<file path="config.mk">
export PLATFORM = sky130hd
export DESIGN_NAME = decoder_scan_nxm_flat
export DESIGN_NICKNAME = d
export VERILOG_FILES = /design/src/rtl/decoder_scan_nxm_pkg.sv /design/src/rtl/decoder_scan_nxm_if.sv /design/src/rtl/decoder_scan_nxm_prescaler.sv /design/src/rtl/decoder_scan_nxm.sv /design/src/flat_wrapper.sv
export SDC_FILE = /design/constraint.sdc
export NUM_CORES = 1
export LEC_CHECK = 0
export ABC_AREA = 1
export ABC_CLOCK_PERIOD_IN_PS = 2000
export CAP_MARGIN = 0
export CELL_PAD_IN_SITES_DETAIL_PLACEMENT = 0
export CELL_PAD_IN_SITES_GLOBAL_PLACEMENT = 2
export CORE_MARGIN = 10
export CORE_UTILIZATION = 31
export DETAILED_ROUTE_END_ITERATION = 8
export HOLD_SLACK_MARGIN = 0.05
export PLACE_DENSITY_LB_ADDON = 0.1
export SLEW_MARGIN = 20
export SYNTH_ARGS = -nofsm -noshare
export SYNTH_HDL_FRONTEND = slang
export SYNTH_SLANG_ARGS = --single-unit
</file>
<file path="constraint.sdc">
create_clock -name clk -period 2 [get_ports clk]
set_clock_uncertainty 0.1 [all_clocks]
set_input_delay 0.3 -clock clk [delete_from_list [all_inputs] [get_ports clk]]
set_output_delay 0.3 -clock clk [all_outputs]
set_load 0.02 [all_outputs]
</file>
<file path="src/rtl/decoder_scan_nxm_pkg.sv">
// Shared types and helpers for the registered N-to-2^N scan decoder.
// Decoder widths up to MAX_SEL_W select bits are supported by onehot_n.
package decoder_pkg;

  localparam int unsigned MAX_SEL_W = 8;
  localparam int unsigned MAX_OUT_W = 1 << MAX_SEL_W;

  localparam logic MODE_DIRECT = 1'b0;
  localparam logic MODE_SCAN   = 1'b1;

  typedef enum logic [1:0] {
    IDLE,
    DIRECT,
    SCAN,
    BLANK
  } state_t;

  // Active-low one-hot at full width; callers truncate to their own OUT_W.
  function automatic logic [MAX_OUT_W-1:0] onehot_n(input logic [MAX_SEL_W-1:0] sel);
    return ~(MAX_OUT_W'(1) << sel);
  endfunction

endpackage

</file>
<file path="src/rtl/decoder_scan_nxm_if.sv">
// Control and output bundle of decoder_scan_nxm; master drives the controls,
// slave (the decoder) drives the registered outputs.
interface decoder_scan_nxm_if #(
  parameter int unsigned SEL_W = 2,
  parameter int unsigned DIV_W = 16
);
  localparam int unsigned OUT_W = 1 << SEL_W;

  logic             enable;
  logic             mode;
  logic [SEL_W-1:0] sel_in;
  logic [DIV_W-1:0] div_val;
  logic [OUT_W-1:0] out_n;
  logic [SEL_W-1:0] cur_sel;
  logic             wrap;

  modport master (
    output enable, mode, sel_in, div_val,
    input  out_n, cur_sel, wrap
  );

  modport slave (
    input  enable, mode, sel_in, div_val,
    output out_n, cur_sel, wrap
  );

endinterface

</file>
<file path="src/rtl/decoder_scan_nxm_prescaler.sv">
// Dwell prescaler for the scan decoder: counts while enabled and ticks once
// the count reaches the live div_val.
module scan_prescaler #(
  parameter int unsigned DIV_W = 16
) (
  input  logic             clk,
  input  logic             rst_n,
  input  logic             clr,
  input  logic [DIV_W-1:0] div_val,
  output logic             tick
);

  logic [DIV_W-1:0] count;

  // >= rather than == so lowering div_val below the count cannot lock up.
  always_comb begin
    tick = !clr && (count >= div_val);
  end

  always_ff @(posedge clk or negedge rst_n) begin
    if (!rst_n) begin
      count <= '0;
    end else if (clr || tick) begin
      count <= '0;
    end else begin
      count <= count + DIV_W'(1);
    end
  end

endmodule

</file>
<file path="src/rtl/decoder_scan_nxm.sv">
// Registered one-hot active-low decoder with direct and auto-scan modes.
// Define DECODER_SCAN_BLANK_EN to insert a blank cycle on every scan advance.
module decoder_scan_nxm
  import decoder_pkg::*;
#(
  parameter int unsigned SEL_W = 2,
  parameter int unsigned DIV_W = 16
) (
  input logic               clk,
  input logic               rst_n,
  decoder_scan_nxm_if.slave bus
);

  localparam int unsigned OUT_W = 1 << SEL_W;

  state_t           state;
  logic [OUT_W-1:0] out_n_q;
  logic [SEL_W-1:0] cur_sel_q;
  logic [SEL_W-1:0] sel_next;
  logic             wrap_q;
  logic             scan_run;
  logic             tick;

  function automatic logic [OUT_W-1:0] dec(input logic [SEL_W-1:0] s);
    return OUT_W'(onehot_n(MAX_SEL_W'(s)));
  endfunction

  // The prescaler only runs while already in SCAN and staying there, so any
  // entry into SCAN (including return from BLANK) starts a fresh dwell.
  always_comb begin
    scan_run = bus.enable && (bus.mode == MODE_SCAN) && (state == SCAN);
    sel_next = cur_sel_q + SEL_W'(1);
  end

  scan_prescaler #(.DIV_W(DIV_W)) u_prescaler (
    .clk     (clk),
    .rst_n   (rst_n),
    .clr     (!scan_run),
    .div_val (bus.div_val),
    .tick    (tick)
  );

  always_ff @(posedge clk or negedge rst_n) begin
    if (!rst_n) begin
      state     <= IDLE;
      out_n_q   <= '1;
      cur_sel_q <= '0;
      wrap_q    <= 1'b0;
    end else begin
      wrap_q <= 1'b0;
      if (!bus.enable) begin
        state   <= IDLE;
        out_n_q <= '1;
      end else if (bus.mode == MODE_DIRECT) begin
        state     <= DIRECT;
        cur_sel_q <= bus.sel_in;
        out_n_q   <= dec(bus.sel_in);
      end else if (tick) begin
        cur_sel_q <= sel_next;
        wrap_q    <= (cur_sel_q == SEL_W'(OUT_W - 1));
`ifdef DECODER_SCAN_BLANK_EN
        state     <= BLANK;
        out_n_q   <= '1;
`else
        state     <= SCAN;
        out_n_q   <= dec(sel_next);
`endif
      end else begin
        // Entry from IDLE/DIRECT/BLANK or a dwell cycle: show the held channel.
        state   <= SCAN;
        out_n_q <= dec(cur_sel_q);
      end
    end
  end

  assign bus.out_n   = out_n_q;
  assign bus.cur_sel = cur_sel_q;
  assign bus.wrap    = wrap_q;

endmodule

</file>
<file path="src/flat_wrapper.sv">
// flat-port wrapper written by rule: the top's interface ports become plain ports
module decoder_scan_nxm_flat import decoder_pkg::*;
#(
  parameter int unsigned SEL_W = 2,
  parameter int unsigned DIV_W = 16
)
  (clk, rst_n, bus_enable, bus_mode, bus_sel_in, bus_div_val, bus_out_n, bus_cur_sel, bus_wrap);
  decoder_scan_nxm_if #(.SEL_W(SEL_W), .DIV_W(DIV_W)) bus_i ();
  input logic clk;
  input logic rst_n;
  input wire logic [$bits(bus_i.enable)-1:0] bus_enable;
  input wire logic [$bits(bus_i.mode)-1:0] bus_mode;
  input wire logic [$bits(bus_i.sel_in)-1:0] bus_sel_in;
  input wire logic [$bits(bus_i.div_val)-1:0] bus_div_val;
  output wire logic [$bits(bus_i.out_n)-1:0] bus_out_n;
  output wire logic [$bits(bus_i.cur_sel)-1:0] bus_cur_sel;
  output wire logic [$bits(bus_i.wrap)-1:0] bus_wrap;
  assign bus_i.enable = bus_enable;
  assign bus_i.mode = bus_mode;
  assign bus_i.sel_in = bus_sel_in;
  assign bus_i.div_val = bus_div_val;
  assign bus_out_n = bus_i.out_n;
  assign bus_cur_sel = bus_i.cur_sel;
  assign bus_wrap = bus_i.wrap;
  decoder_scan_nxm #(.SEL_W(SEL_W), .DIV_W(DIV_W)) u_core (.clk(clk), .rst_n(rst_n), .bus(bus_i));
endmodule
</file>
# Word level (Yosys, flattened, before mapping)
# Cells that the tools add are included.
# W data, S select, Z words.
# totals
regBits	25
latch_bits	0
ramBits	0
romBits	0
input_bits	22
output_inout_bits	7
wordCells	34
memories	0
# op_classes
n_addsub	2
n_mul	0
n_div	0
n_lt_le_gt_ge	1
eq_ne	3
shift	3
n_mux	11
n_bitwise	3
reduce_logical	6
# ops
operator	n
$add A16 B1 Y16 const B	1
$ge A16 B16 Y1	1
$mux W16	1
$mux W4	3
$not A4 Y4	3
$shl A1 B2 Y4 const A	3
$mux W2	4
$eq A2 B2 Y1 const B	2
$logic_and A1 B1 Y1	3
$mux W1	3
$add A2 B1 Y2 const B	1
$ne A2 B1 Y1 const B	1
$reduce_and A2 Y1	1
$logic_not A1 Y1	1
$logic_or A1 B1 Y1	1

# Depth between registers and ports, before layout
# depth
word_depth	6
mapped_depth	16
depth_no_buf	16

# Cells and area by module
# A second synthesis with hierarchy kept.
# hier_totals
hier_cells	220
hier_area_um2	1801.7
# by_module_without_submodules
module	instances	cells_per_inst	area_per_inst_um2	seq_area_each_um2
scan_prescaler	1	155	1290.0	400.4
decoder_scan_nxm	1	65	511.7	230.2

# Least setup slack after synthesis
# No wires, ideal clock.
# synth_path
path_kind	register -> register
startpoint	reg u_core.u_prescaler.count[7]
endpoint	reg u_core.cur_sel_q[0], in the netlist u_core.bus.cur_sel[0]
setup_time_ns	0.123
arrival_time_ns	1.535
required_ns	1.777
slack_ns	0.242
stages_incl_launch_ff	11
path_buffers	0
synth_period_minus_slack_ns	1.758
cell_sequence	dfrtp_1 -> ha_1 -> a21oi_1 -> o21a_1 -> nand2_1 -> nand2_1 -> nand2_1 -> nand2_2 -> o21ai_2 -> nand2_1 -> o21ai_1
# synth_via
elab_chain_cells	4
# synth_lines
element	line_no	rtl
start, declared	decoder_scan_nxm_prescaler.sv:13	logic [DIV_W-1:0] count;
start signal, assigned	decoder_scan_nxm_prescaler.sv:26	count <= count + DIV_W'(1);
$ge A16 B16 Y1	decoder_scan_nxm_prescaler.sv:17	tick = !clr && (count >= div_val);
$logic_and A1 B1 Y1	decoder_scan_nxm_prescaler.sv:17	
$ne A2 B1 Y1 (no line)	n/a	
$reduce_and A2 Y1 (no line)	n/a	
end signal, assigned	decoder_scan_nxm.sv:56	cur_sel_q <= bus.sel_in;
end signal, assigned	decoder_scan_nxm.sv:59	cur_sel_q <= sel_next;
end, declared	decoder_scan_nxm.sv:18	logic [SEL_W-1:0] cur_sel_q;
# No other way between the ends.
# A chain may end at the register's enable or synchronous reset.

# Final worst setup path
# layout_path
startpoint	in bus_div_val[9]
endpoint	reg u_core.u_prescaler.count[3]
# layout_via
elab_chain_cells	4
# layout_lines
element	line_no	rtl
start, declared	flat_wrapper.sv:14	input wire logic [$bits(bus_i.div_val)-1:0] bus_div_val;
$ge A16 B16 Y1	decoder_scan_nxm_prescaler.sv:17	
$logic_and A1 B1 Y1	decoder_scan_nxm_prescaler.sv:17	
$logic_or A1 B1 Y1	decoder_scan_nxm_prescaler.sv:23	end else if (clr || tick) begin
$mux W16	decoder_scan_nxm_prescaler.sv:23	
# No other way between the ends.

==> metrics.md <==
| Metric | Value |
|---|---|
| Die X | `around 95 microns` |
| Max VDD drop | `between 0.0002 and 0.00025 V` |
| Critical setup path kind | `in2reg` |
| Area Overhead vs Synth | `42.1%` |
| Cell variety after synth | `27` |
| Total GRT Usage | `0.0970` |
| Sequential area share after synthesis | `0.360` |
| First-pass GRT wire length | `7240 microns` |
| Share of cells above drive strength 1 | `0.277` |
| FFs w/ async S/R, synth | `1.00` |
| Detail Placement HPWL | `3210 microns` |
| Count of flip-flops with a built-in enable after synthesis | `0` |
| Final period utilization | `0.962` |
| Worst EP required | `between 2 and 2.5 ns` |
| Via density | `between 4 and 5` |
| Die Y | `roughly 95 microns` |
| Syn Inst Count | `around 220` |
| Syn nets | `approximately 270` |
| PD cells | `430 nW/um^2` |
| Arrival @ worst endpoint | `2.02 ns` |
| Commonest non-fill, non-tap cell in the layout | `inv_1` |
| Critical path peak fanout | `8` |
| # IOs | `29` |
| H-Tree Depth | `1` |
| Worst min path class | `in2async` |
| Grt met3 use | `0.0220` |
| Capturing element type of the critical path | `flip-flop` |
| Min Tclk post-route | `around 1.9 ns` |
| Hold_buf cts | `0` |
| Worst-Skew Late Latency | `roughly 0.27 ns` |
| Commonest cells after routing, fill and taps aside | `40 x inv_1, 39 x nand2_1, 23 x clkdlybuf4s50_1, 20 x dfrtp_1, 16 x nor2_1` |
| Clk root buf | `clkbuf_8` |
| CTS Buffer Depth | `2` |
| Lkg Pwr | `roughly 1.2 nW` |
| Flops & latches, synth | `25` |
| Met2 usage | `0.155` |
| Drt total wl | `slightly above 4000 microns` |
| Largest net degree at the start of global routing | `26` |
| Final worst slack | `about 0.077 ns` |
| Std-Cell Rows | `27` |
| M1 GR Usage | `0.129` |
| Final ANT Viol Nets | `0` |
| Rel. slew slack | `0.729` |
| Initial DRC count | `34` |
| Worst Setup Start Kind | `input pin` |
| Slew Viols, Final | `0` |
| Fillers | `about 560` |
| Fmax | `520 MHz` |
| Placer Congestion | `roughly 0.75` |
| Slew @ Worst Pin | `0.404 ns` |
| Vias in the first global route | `1600` |
| Sw Pwr | `~0.0003 W` |
| Clk sinks | `25` |
| GRT busiest layer | `met2` |
| Initial Util | `0.318` |
| Cell Count Post-Placement | `roughly 340` |
| Worst slack, placed | `-0.347 ns` |
| Post-Layout Inst Area | `2490 sq um` |
| Die Area | `just over 9000 sq um` |
| Mapped Avg Cell Area | `7.82 sq um` |
| Status | `finished, final reports clean` |
| Most used DFF post-synth | `dfrtp_1` |
| Switch share | `0.275` |
| Crit path from | `bus_div_val[9]` |
| Final setup fails | `0` |
| Comb power frac | `0.212` |
| Clk slew on worst S/H paths | `approximately 0.090 ns` |
| Reg2Reg Launch Point | `u_core.u_prescaler.count[0]` |
| Finished Layout Cells | `~340` |
| Fin. Hold Viols | `0` |
| Grt ovf | `0` |
| IO buf count | `28` |
| RSZ-0062 raised after global routing | `true` |
| Drt wl/cell | `roughly 12 microns` |
| # diodes | `0` |
| Initial antenna violation count | `0` |
| Vias | `between 1000 and 1500` |
| Post-DP Area | `approximately 2200 sq um` |
| Clk network pwr share | `0.288` |
| Initial DRT Pass Iterations | `4` |
| DRC | `0` |
| CTS tree | `built` |
| CTS Buf Count | `3` |
| Post-Syn Area | `1750 sq um` |
| Max Cap Viol | `0` |
| Synth warnings | `0` |
| Cell Int Power | `0.000777 W` |
| Sequential power share | `0.500` |
| Core box area | `roughly 5500 sq um` |
| Nets | `about 320` |
[final timing paths]
check,end,slack (ns),depth (start not counted)
max in group asynchronous,u_core.bus.out_n[2],1.21,2
max,u_core.u_prescaler.count[3],0.08,10
max reg2reg,u_core.u_prescaler.count[3],0.16,13
min reg2reg,u_core.u_prescaler.count[0],0.39,1
min in group clk,u_core.u_prescaler.count[0],0.39,1
min,u_core.bus.cur_sel[0],0.29,2
[kinds of logic after synthesis]
logic type,after synthesis,share of synthesized area
DFF,25,0.360
buffers and inverters,48,0.103
xor gates and xnor gates,3,0.0150
AOI/OAI and AO/OA,30,0.0929
adders and majority gates,21,0.150
and+or+nand+nor,97,0.279
[per-stage QoR]
stage	hold WS (ns)	util	total power [W]	setup TNS, ns
after floorplan	-0.0956	-	0.000650	0
after global placement	0.373	0.406	0.000765	-5.80
after detailed placement	0.383	0.406	0.000760	-5.85
after CTS	0.311	0.417	0.00107	0
after global routing	0.326	0.452	0.00113	-0.266
final	0.289	0.452	0.00107	0
[routing by layer]
layer | part of all wire | vias to the layer above
met1 | 0.49 | 656
met3 | 0.046 | 2
met4 | 0.0047 | 0
met2 | 0.46 | 19
met5 | 0 | -
li1 | - | 804
[critical path, cell delays in order]
cell	delay (ns)
clkdlybuf4s50_1	0.47
inv_2	0.05
ha_4	0.24
a21oi_2	0.12
o21ai_1	0.08
a21oi_2	0.26
nand3_4	0.18
inv_6	0.13
o21ai_0	0.08
a21oi_1	0.11
[Yosys cell counts, types with 2 or more instances]
| library cell | instances | area share |
|---|---|---|
| o21ai_1 | 2 | 0.0057 |
| nor3_2 | 2 | 0.011 |
| dfstp_2 | 4 | 0.060 |
| nand3_4 | 2 | 0.020 |
| ha_1 | 21 | 0.15 |
| nand2_2 | 3 | 0.011 |
| nand3_1 | 14 | 0.040 |
| nand2_1 | 45 | 0.096 |
| o21a_1 | 2 | 0.0086 |
| inv_1 | 46 | 0.099 |
| nor3_4 | 2 | 0.019 |
| a21oi_1 | 14 | 0.040 |
| o21ai_0 | 10 | 0.029 |
| nor2_1 | 18 | 0.039 |
| nor3_1 | 6 | 0.017 |
| xor2_1 | 2 | 0.010 |
| dfrtp_1 | 21 | 0.30 |
[state kept, by name (all words and copies together) (netlist names)]
signal / flops
u_core.u_prescaler.count: 16
u_core.bus.cur_sel: 2
u_core.state: 2
u_core.bus.out_n: 4
u_core.bus.wrap: 1
[final cells by class]
type	instances	area [sq um]	share of cell area
Clock buffer	4	45.0	0.0181
Timing Repair Buffer	44	417	0.167
Multi-Input combinational cell	151	1120	0.452
Inverter	47	181	0.0729
Sequential cell	25	632	0.254
Tap cell	72	90.1	0.0362
[timing repair]
| item | CTS | global route |
|---|---|---|
| resized for setup | 6 | 47 |
| endpoints found under the setup margin | 12 | 21 |
| pin swaps | 3 | 16 |
| setup buffers | 0 | 1 |
[power by group through the flow]
| stage | combinational [W] | sequential, W | clock [W] |
|---|---|---|---|
| floorplan | 0.0000880 | 0.000562 | 0 |
| global placement | 0.000218 | 0.000547 | 0 |
| detailed placement | 0.000214 | 0.000546 | 0 |
| CTS | 0.000216 | 0.000537 | 0.000318 |
| global route | 0.000260 | 0.000539 | 0.000331 |
| finish | 0.000227 | 0.000536 | 0.000308 |
(Power assumes the default switching activity.)
